--- config.mk ---
export PLATFORM = sky130hd
export DESIGN_NAME = add_sub_dispatcher
export DESIGN_NICKNAME = d
export VERILOG_FILES = /design/src/rtl/add_sub_dispatcher.sv
export SDC_FILE = /design/constraint.sdc
export NUM_CORES = 1
export LEC_CHECK = 0
export BUFFER_PORTS_ARGS = -buffer_cell sky130_fd_sc_hd__buf_2
export CAP_MARGIN = 25
export CORE_AREA = 2 2 227 229
export DETAILED_ROUTE_END_ITERATION = 10
export DIE_AREA = 0 0 229 231
export PLACE_DENSITY = 0.42
export SYNTH_ARGS = -nofsm -noshare
export SYNTH_HDL_FRONTEND = slang
export SYNTH_SLANG_ARGS = --single-unit
--- constraint.sdc ---
create_clock -name clk -period 3.7 [get_ports clk]
set_input_delay 0.185 -clock clk [delete_from_list [all_inputs] [get_ports clk]]
set_output_delay 0.185 -clock clk [all_outputs]
set_load 0.05 [all_outputs]
--- src/rtl/add_sub_dispatcher.sv ---
// add_sub_dispatcher: round-robin issue of NUM_REQ reservation-station
// requests into one shared add_sub_unit, with credit-based flow control.
//
// Ports:
//   clk, rst_n              clock, async active-low reset
//   req_*                   flattened per-requester request bundles
//   req_ready               one-hot (or zero) accept back to requesters
//   unit_*                  registered issue bundle to add_sub_unit
//   unit_output_valid/ready monitored result handshake (retire)
//   credits                 free in-flight slots
//   last_grant              index of most recent grant
// Optional macro ADD_SUB_DISPATCHER_PERF_EN adds perf_issue_count and
// perf_stall_count (32-bit wrapping counters).

package add_sub_pkg;
    typedef struct packed {
        logic subtract;
        logic use_carry_in;
        logic carry_in_one;
        logic invert_op1;
        logic set_ca;
        logic set_ov;
        logic record_cr;
        logic sign_ext_32;
    } add_sub_decode_t;
endpackage

module add_sub_dispatcher
    import add_sub_pkg::*;
#(
    parameter int NUM_REQ         = 4,
    parameter int RS_ID_WIDTH     = 5,
    parameter int MAX_OUTSTANDING = 4,
    parameter int LG_W            = $clog2(NUM_REQ),
    parameter int CW              = $clog2(MAX_OUTSTANDING + 1),
    parameter int CTRL_W          = $bits(add_sub_decode_t)
) (
    input  logic                           clk,
    input  logic                           rst_n,
    input  logic [NUM_REQ-1:0]             req_valid,
    output logic [NUM_REQ-1:0]             req_ready,
    input  logic [NUM_REQ*RS_ID_WIDTH-1:0] req_rs_id,
    input  logic [NUM_REQ*5-1:0]           req_result_reg_addr,
    input  logic [NUM_REQ*32-1:0]          req_op1,
    input  logic [NUM_REQ*32-1:0]          req_op2,
    input  logic [NUM_REQ*32-1:0]          req_xer,
    input  logic [NUM_REQ*CTRL_W-1:0]      req_control,
    output logic                           unit_input_valid,
    input  logic                           unit_input_ready,
    output logic [RS_ID_WIDTH-1:0]         unit_rs_id,
    output logic [4:0]                     unit_result_reg_addr,
    output logic [31:0]                    unit_op1,
    output logic [31:0]                    unit_op2,
    output logic [31:0]                    unit_xer,
    output add_sub_decode_t                unit_control,
    input  logic                           unit_output_valid,
    input  logic                           unit_output_ready,
    output logic [CW-1:0]                  credits,
    output logic [LG_W-1:0]                last_grant
`ifdef ADD_SUB_DISPATCHER_PERF_EN
    ,
    output logic [31:0]                    perf_issue_count,
    output logic [31:0]                    perf_stall_count
`endif
);

    localparam logic [CW:0]   CRED_MAX = (CW+1)'(MAX_OUTSTANDING);
    localparam logic [LG_W-1:0] LG_RST = LG_W'(NUM_REQ - 1);

    logic            slot_free;
    logic            accept;
    logic            retire;
    logic            grant_found;
    logic [LG_W-1:0] grant_idx;
    logic [CW:0]     cred_sum;
    logic [CW-1:0]   credits_next;

    assign slot_free = ~unit_input_valid | unit_input_ready;
    assign retire    = unit_output_valid & unit_output_ready;

    // Scan from the requester after the last winner, wrapping once.
    always_comb begin : arb
        int idx;
        grant_found = 1'b0;
        grant_idx   = '0;
        idx         = 0;
        for (int k = 1; k <= NUM_REQ; k++) begin
            idx = int'(last_grant) + k;
            if (idx >= NUM_REQ) idx = idx - NUM_REQ;
            if (!grant_found && req_valid[idx]) begin
                grant_found = 1'b1;
                grant_idx   = LG_W'(idx);
            end
        end
    end

    // rst_n gates accept so no requester sees a handshake during reset.
    assign accept = rst_n & slot_free & (credits != '0) & grant_found;

    always_comb begin
        req_ready = '0;
        if (accept) req_ready[grant_idx] = 1'b1;
    end

    // Retire at full credits is ignored by clamping the sum.
    always_comb begin
        cred_sum = {1'b0, credits} + (CW+1)'(retire) - (CW+1)'(accept);
        if (cred_sum > CRED_MAX) credits_next = CRED_MAX[CW-1:0];
        else                     credits_next = cred_sum[CW-1:0];
    end

    always_ff @(posedge clk or negedge rst_n) begin
        if (!rst_n) begin
            credits    <= CRED_MAX[CW-1:0];
            last_grant <= LG_RST;
        end else begin
            credits <= credits_next;
            if (accept) last_grant <= grant_idx;
        end
    end

    always_ff @(posedge clk or negedge rst_n) begin
        if (!rst_n) begin
            unit_input_valid     <= 1'b0;
            unit_rs_id           <= '0;
            unit_result_reg_addr <= '0;
            unit_op1             <= '0;
            unit_op2             <= '0;
            unit_xer             <= '0;
            unit_control         <= '0;
        end else if (accept) begin
            unit_input_valid     <= 1'b1;
            unit_rs_id           <= req_rs_id[grant_idx*RS_ID_WIDTH +: RS_ID_WIDTH];
            unit_result_reg_addr <= req_result_reg_addr[grant_idx*5 +: 5];
            unit_op1             <= req_op1[grant_idx*32 +: 32];
            unit_op2             <= req_op2[grant_idx*32 +: 32];
            unit_xer             <= req_xer[grant_idx*32 +: 32];
            unit_control         <= add_sub_decode_t'(req_control[grant_idx*CTRL_W +: CTRL_W]);
        end else if (unit_input_ready) begin
            unit_input_valid <= 1'b0;
        end
    end

`ifdef ADD_SUB_DISPATCHER_PERF_EN
    always_ff @(posedge clk or negedge rst_n) begin
        if (!rst_n) begin
            perf_issue_count <= '0;
            perf_stall_count <= '0;
        end else begin
            if (accept) perf_issue_count <= perf_issue_count + 32'd1;
            if (|req_valid && !accept) perf_stall_count <= perf_stall_count + 32'd1;
        end
    end
`endif

endmodule

==> run summary, run 1 <==
Internal Power -> 5.16 mW
count of max-cap constraint violations -> 0
final worst path period need -> 3.20 ns
x dimension of the die -> 229 um
placer congestion estimate -> 0.846
Yosys top cell area share -> 36.1%
result of the run -> finished, final reports clean
dominant cell type by area after synthesis -> dfrtp_1
main combinational cell family by area after synthesis -> compound AO/OA/AOI/OAI gates
cells taking the most area after synthesis -> dfrtp_1 (36%), mux2i_1 (14%), a211oi_1 (11%)
Leak -> 6.21 nW
DP HPWL -> 30,500 um
Total Power Consumption -> 11.1 mW
buffer type at the clock tree root -> clkbuf_16
residual DRC count -> 0
number of enable-type register cells in the synthesized netlist -> 0
DR iter-0 viols -> 422
post-CTS repair timing setup buffer count -> 0
CTS tree -> yes
start point of the worst hold path -> req_op2[63]
launch point of the worst reg-to-reg path -> last_grant[1]
Final Non-Filler Cells -> 2,087
count of hold buffers inserted by post-cts repair -> 18
area share of xor/xnor cells in the synthesized design -> 0%
Psw -> 5.94 mW
vias after detailed routing -> 9,455
footprint of the multi-input gates -> 4660 um^2
share of the clock period used by the worst path -> 86.6%
proportion of synthesized chip area in sequential cells -> 37.0%
die area -> 52,900 um^2
initial standard-cell utilization of the core -> 16.0%
proportion of synthesized flip-flops having asynchronous set or reset -> 100%
register clock-pin slew on the reported worst setup and hold paths -> 0.06 ns
reg-to-reg endpoint -> unit_xer[13]
part of the total power dissipated in combinational logic -> 62.0%
later-pin clock latency in the skew report -> 0.46 ns
Top FF cell, synth -> dfrtp_1
unrepaired setup endpoints after global routing -> no
area growth from synthesis to final layout -> 55.4%
all-layer global routing usage -> 15.5%
Die Y -> 231 um
Sinks on Clock Net -> 120
proportion of power drawn by flip-flops and latches -> 21.2%
proportion of total power due to net switching -> 53.5%
tightest slew margin relative to the limit -> 38.2%
number of nets in the layout -> 1,864
gate count of the mapped netlist -> 842
cell area after synthesis -> 8120 um^2
H-tree levels -> 4
final setup TNS -> 0 ns
power density cells -> 880 nW/um^2
placed instance count -> 2,037
Setup violations, final -> 0
YS warnings -> 0
first-pass GRT wire length -> 61,600 um
cell depth of the worst flop-to-flop path -> 8
overflow left after global routing -> 0
CP startpoint kind -> flop
critical path data arrival time -> 3.58 ns
maximum count of clock buffers along a single path -> 2
fmax -> 0.312 GHz
Num CTS Buffers -> 17
slew at the pin with the worst max-slew slack -> 0.927 ns
Critical path origin -> last_grant[1]
combined flip-flop and latch cell area -> 3010 um^2
detailed-route wire length per cell -> 20.0 um
share of post-route cells with drive strength above 1 -> 48.4%
relative contribution of the clock network to total power -> 16.7%
Worst IR Drop VDD -> 0.322 mV
Vias/cell -> 4.53
Core ar. -> 50,700 um^2
count of pins on the block boundary -> 589
count of cells resized by post-cts repair -> 0
filler cell count in the final layout -> 5,640
leading cell types in the layout, fill and taps excluded -> buf_2 (587), nor2_1 (119), dfrtp_1 (117)
capturing element type of the critical path -> flop
number of nets with antenna violations after detailed routing -> 0
worst-case clock skew -> 0.00853 ns
endpoints failing hold -> 0
post-synthesis compound-gate area fraction -> 26.3%
kind of path behind the tightest hold check -> primary input to flop
sum of routed wire length over all layers -> 41,800 um
number of flip-flops and latches in the synthesized netlist -> 120
Detailed Routing Iterations Pass 1 -> 5
category of the most critical setup path -> flop to flop
register-to-register setup slack -> 0.50 ns
area share of and/or/nand/nor cells after synthesis -> 15.5%
worst-path fanout max -> 64
end of the critical path -> unit_xer[13]
mean post-synth cell area -> 9.64 um^2
post-synthesis share of cell area spent on full adders, half adders and majority gates -> 0.863%
Cell variety after synth -> 32
vias in the first global route -> 9,915
max-slew violation count -> 0
share of synthesized area spent on multiplexers -> 14.1%
antenna violations before repair -> 5
number of placement rows -> 83
count of input and output buffers -> 588
data required time at the worst endpoint -> 4.07 ns
maximum number of pins on one net before global-route repair -> 116
net count after synthesis -> 1,312
commonest non-fill, non-tap cell in the layout -> buf_2
-- layer usage --
metal	up-vias	GRT usage, %	wire, um
li1	4410	-	-
met1	4537	17.9	16600
met2	453	26.7	20800
met3	53	5.00	3380
met4	2	5.97	1070
met5	-	0	8
-- worst max-delay path, stage by stage, from the launching register on --
cell and delay (ns):
dfstp_2 0.59, nand2b_1 0.14, a21o_4 0.52, nand3_4 0.38
buf_12 0.30, buf_12 0.21, mux2i_1 0.13, dlygate4sd3_1 0.57
a211oi_1 0.22
-- worst min path at each step --
stage / end / slack [ns] / cells after the start
finish: unit_op2[31] / 0.06 / 3
global route: unit_result_reg_addr[3] / 0.03 / 3
CTS: unit_xer[20] / 0.001 / 3
detailed placement: unit_xer[14] / 0.04 / 1
global placement: unit_xer[14] / 0.05 / 1
floorplan: credits[0] / -0.11 / 0
-- final cells by class --
| type | count | area share (%) |
|---|---|---|
| flip-flops and latches | 120 | 23.8 |
| diodes | 1 | 0.0198 |
| clock inverters | 7 | 1.11 |
| repair buffers | 634 | 27.3 |
| well taps | 680 | 6.74 |
| inverters | 7 | 0.208 |
| multi-input cells | 614 | 36.9 |
| clock buffers | 24 | 3.90 |
-- cells by family (layout without fill, tap and decap cells) --
group | count (synthesis) | after routing
buf+inv | 108 | 672
compound gates | 244 | 244
simple gates | 251 | 251
mux | 114 | 114
flops | 120 | 120
fa+ha+maj | 5 | 5
other cells | 0 | 1
-- cells in the mapped netlist, types with 3 or more instances --
library cell and count:
dfrtp_1 117, buf_4 12, nand2_1 5, ha_1 4, clkbuf_1 59, nand2b_1 3
inv_1 7, mux2i_1 114, a221oi_2 27, buf_2 26, a211oi_1 116, dfstp_2 3
nor2_1 120, a221oi_1 87, o21ai_0 5, and3_1 116
-- per-stage QoR --
step / instance area, um^2 / hold slack [ns] / setup slack (ns) / utilization [%]
floorplan: 8120 / -0.111 / 0.423 / -
global placement: 11800 / 0.0480 / 0.704 / 23.3
detailed placement: 11800 / 0.0439 / 0.649 / 23.3
CTS: 12600 / 0.00111 / 0.371 / 24.9
global route: 12600 / 0.0310 / 0.242 / 24.9
finish: 12600 / 0.0610 / 0.497 / 24.9
-- power groups by stage --
stage	Clock [mW]	Sequential, mW	Combinational, mW
CTS	1.95	2.37	6.99
floorplan	0	4.59	2.63
global placement	0	2.36	6.95
global route	1.99	2.44	7.32
detailed placement	0	2.38	6.94
finish	1.86	2.36	6.89
-- sequential cells by signal, indices dropped and copies added (netlist names), 2 cells and up --
register              cells
last_grant                2
unit_op1                 32
unit_op2                 32
credits                   3
unit_result_reg_addr      5
unit_xer                 32
unit_control              8
unit_rs_id                5
No activity file was read; power rests on OpenSTA's default activity.
==> run 2: changes to the inputs <==
--- a/config.mk
+++ b/config.mk
@@ -5,7 +5,7 @@
 export SDC_FILE = /design/constraint.sdc
 export NUM_CORES = 1
 export LEC_CHECK = 0
-export BUFFER_PORTS_ARGS = -buffer_cell sky130_fd_sc_hd__buf_2
+export BUFFER_PORTS_ARGS = -buffer_cell sky130_fd_sc_hd__buf_4
 export CAP_MARGIN = 25
 export CORE_AREA = 2 2 227 229
 export DETAILED_ROUTE_END_ITERATION = 10
==> run summary, run 2 (synthesized netlist as in run 1, its figures left out) <==
count of cells resized by post-cts repair -> 0 (unchanged)
Worst IR Drop VDD -> 0.374 mV (+16%)
leading cell types in the layout, fill and taps excluded -> buf_4 (596), nor2_1 (119), dfrtp_1 (117)
placer congestion estimate -> 0.881 (+4.1%)
H-tree levels -> 4 (unchanged)
power density cells -> 833 nW/um^2 (-5.3%)
slew at the pin with the worst max-slew slack -> 0.896 ns (-0.0305 ns)
area growth from synthesis to final layout -> 70.0%
worst slack at placement -> 0.697 ns (+0.0475 ns)
launch point of the worst reg-to-reg path -> credits[2]
tightest slew margin relative to the limit -> 40.3% (+2.0 points)
Leak -> 6.61 nW (+6.4%)
initial standard-cell utilization of the core -> 16.0% (unchanged)
cell depth of the worst flop-to-flop path -> 7 (-1)
die area -> 52,900 um^2 (unchanged)
capturing element type of the critical path -> output pin
register clock-pin slew on the reported worst setup and hold paths -> 0.06 ns (about the same)
CTS tree -> yes
Critical path origin -> credits[2]
sum of routed wire length over all layers -> 44,000 um (+5.2%)
final setup TNS -> 0 ns (unchanged)
Area after DPL -> 13,200 um^2 (+12%)
worst path buffer plus inverter count -> 3 (unchanged)
Detailed Routing Iterations Pass 1 -> 4 (-1)
endpoints failing hold -> 0 (unchanged)
worst-path fanout max -> 51 (-20%)
critical path data arrival time -> 3.06 ns (-0.52 ns)
Setup violations, final -> 0 (unchanged)
number of nets in the layout -> 1,837 (-1.4%)
x dimension of the die -> 229 um (unchanged)
unrepaired setup endpoints after global routing -> no
antenna violations before repair -> 5 (unchanged)
end of the critical path -> req_ready[1]
first-pass GRT wire length -> 64,500 um (+4.8%)
Die Y -> 231 um (unchanged)
buffer type at the clock tree root -> clkbuf_16
category of the most critical setup path -> flop to output pin
fmax -> 0.308 GHz (-1.3%)
count of max-cap constraint violations -> 0 (unchanged)
Final Util -> 27.2% (+2.3 points)
count of input and output buffers -> 588 (unchanged)
maximum count of clock buffers along a single path -> 2 (unchanged)
data required time at the worst endpoint -> 3.51 ns (-0.56 ns)
overflow left after global routing -> 0 (unchanged)
result of the run -> finished, final reports clean
maximum number of pins on one net before global-route repair -> 116 (unchanged)
post-CTS repair timing setup buffer count -> 0 (unchanged)
worst-path cell with the longest stage delay -> o21a_4
critical-path cell list -> o311ai_0 -> buf_4 -> nor2_4 -> buf_4 -> o21a_4 -> and2_1 -> buf_4
Core ar. -> 50,700 um^2 (unchanged)
final instance area -> 13,800 um^2 (+9.4%)
number of nets with antenna violations after detailed routing -> 0 (unchanged)
number of placement rows -> 83 (unchanged)
largest stage delay on the critical path -> 0.63 ns (+0.04 ns)
Num CTS Buffers -> 17 (unchanged)
registers with the highest flip-flop counts -> unit_op1 (32), unit_op2 (32), unit_xer (32)
Sinks on Clock Net -> 120 (unchanged)
detailed-route wire length per cell -> 21.4 um (+6.7%)
reg-to-reg endpoint -> unit_op2[27]
worst-case clock skew -> 0.0156 ns (+0.00707 ns)
share of post-route cells with drive strength above 1 -> 48.5% (+0.11 points)
cell type group with the largest total delay on the critical path -> buffers and inverters
vias after detailed routing -> 9,296 (-1.7%)
all-layer global routing usage -> 16.4% (+0.92 points)
DR iter-0 viols -> 472 (+12%)
count of pins on the block boundary -> 589 (unchanged)
CP startpoint kind -> flop
final worst path period need -> 3.24 ns (+0.0421 ns)
worst-case setup margin in the final layout -> 0.455 ns (-0.0421 ns)
DP HPWL -> 31,800 um (+4.2%)
commonest non-fill, non-tap cell in the layout -> buf_4
kind of path behind the tightest hold check -> primary input to flop
vias in the first global route -> 9,662 (-2.6%)
path length in cells of the critical path -> 7 (-1)
cell type with the highest occurrence count on the critical path -> buf_4
filler cell count in the final layout -> 5,488 (-2.7%)
later-pin clock latency in the skew report -> 0.48 ns (+0.02 ns)
residual DRC count -> 0 (unchanged)
share of the clock period used by the worst path -> 87.7% (+1.1 points)
Vias/cell -> 4.51 (-0.34%)
max-slew violation count -> 0 (unchanged)
register-to-register setup slack -> 0.75 ns (+0.25 ns)
[run 2: cell type report]
class	count	area (um^2)	share of cell area, %
Inverter	7	26.3	0.190
Clock buffer	25	505	3.66
Timing Repair Buffer	607	4680	33.9
Sequential cell	120	3010	21.8
Clock inverter	3	65.1	0.472
Multi-Input combinational cell	614	4660	33.8
Tap cell	680	851	6.17
Antenna cell	3	7.51	0.0544
[run 2: how the worst min path moves through the flow]
stage | end | slack, ns | from | depth (start not counted)
finish | unit_xer[16] | 0.04 | req_xer[16] | 3
global route | unit_control[5] | 0.02 | req_control[5] | 3
CTS | unit_rs_id[3] | 0.006 | req_rs_id[3] | 3
detailed placement | unit_xer[14] | 0.02 | rst_n | 1
global placement | unit_xer[14] | 0.01 | rst_n | 1
floorplan | credits[0] | -0.11 | rst_n | 0
[run 2: power breakdown]
group / total [mW] / internal [mW] / switching, mW
combinational: 7.39 / 2.44 / 4.96
clock: 1.71 / 1.06 / 0.650
sequential: 2.39 / 1.99 / 0.398
[run 2: worst register-to-register path, cell delays in order, from the launching register on]
cell and delay, ns:
dfstp_2 0.56, o311ai_0 0.12, buf_4 0.18, nor2_4 0.10
buf_4 0.52, o21a_4 0.64, buf_12 0.48, a211oi_1 0.20
[run 2: metal layers]
layer	global-route usage (%)	share of wire, %	wire (um)
met1	19.0	40	17600
met2	27.7	49	21600
met3	5.82	8.3	3640
met4	6.25	2.6	1120
met5	0	0	0
[run 2: per-stage QoR]
stage | hold WS (ns) | total power, mW | std cells
2_1_floorplan | -0.111 | 7.22 | 842
3_5_place_dp | 0.0195 | 9.92 | 2027
4_1_cts | 0.00576 | 11.7 | 2056
6_report | 0.0411 | 11.5 | 2059
3_3_place_gp | 0.0119 | 9.87 | 2027
5_1_grt | 0.0237 | 12.2 | 2057
[run 2: repair_timing]
action	CTS	global route
hold buffers	1	0
hold endpoints to repair	17	0
setup endpoints to repair	0	0
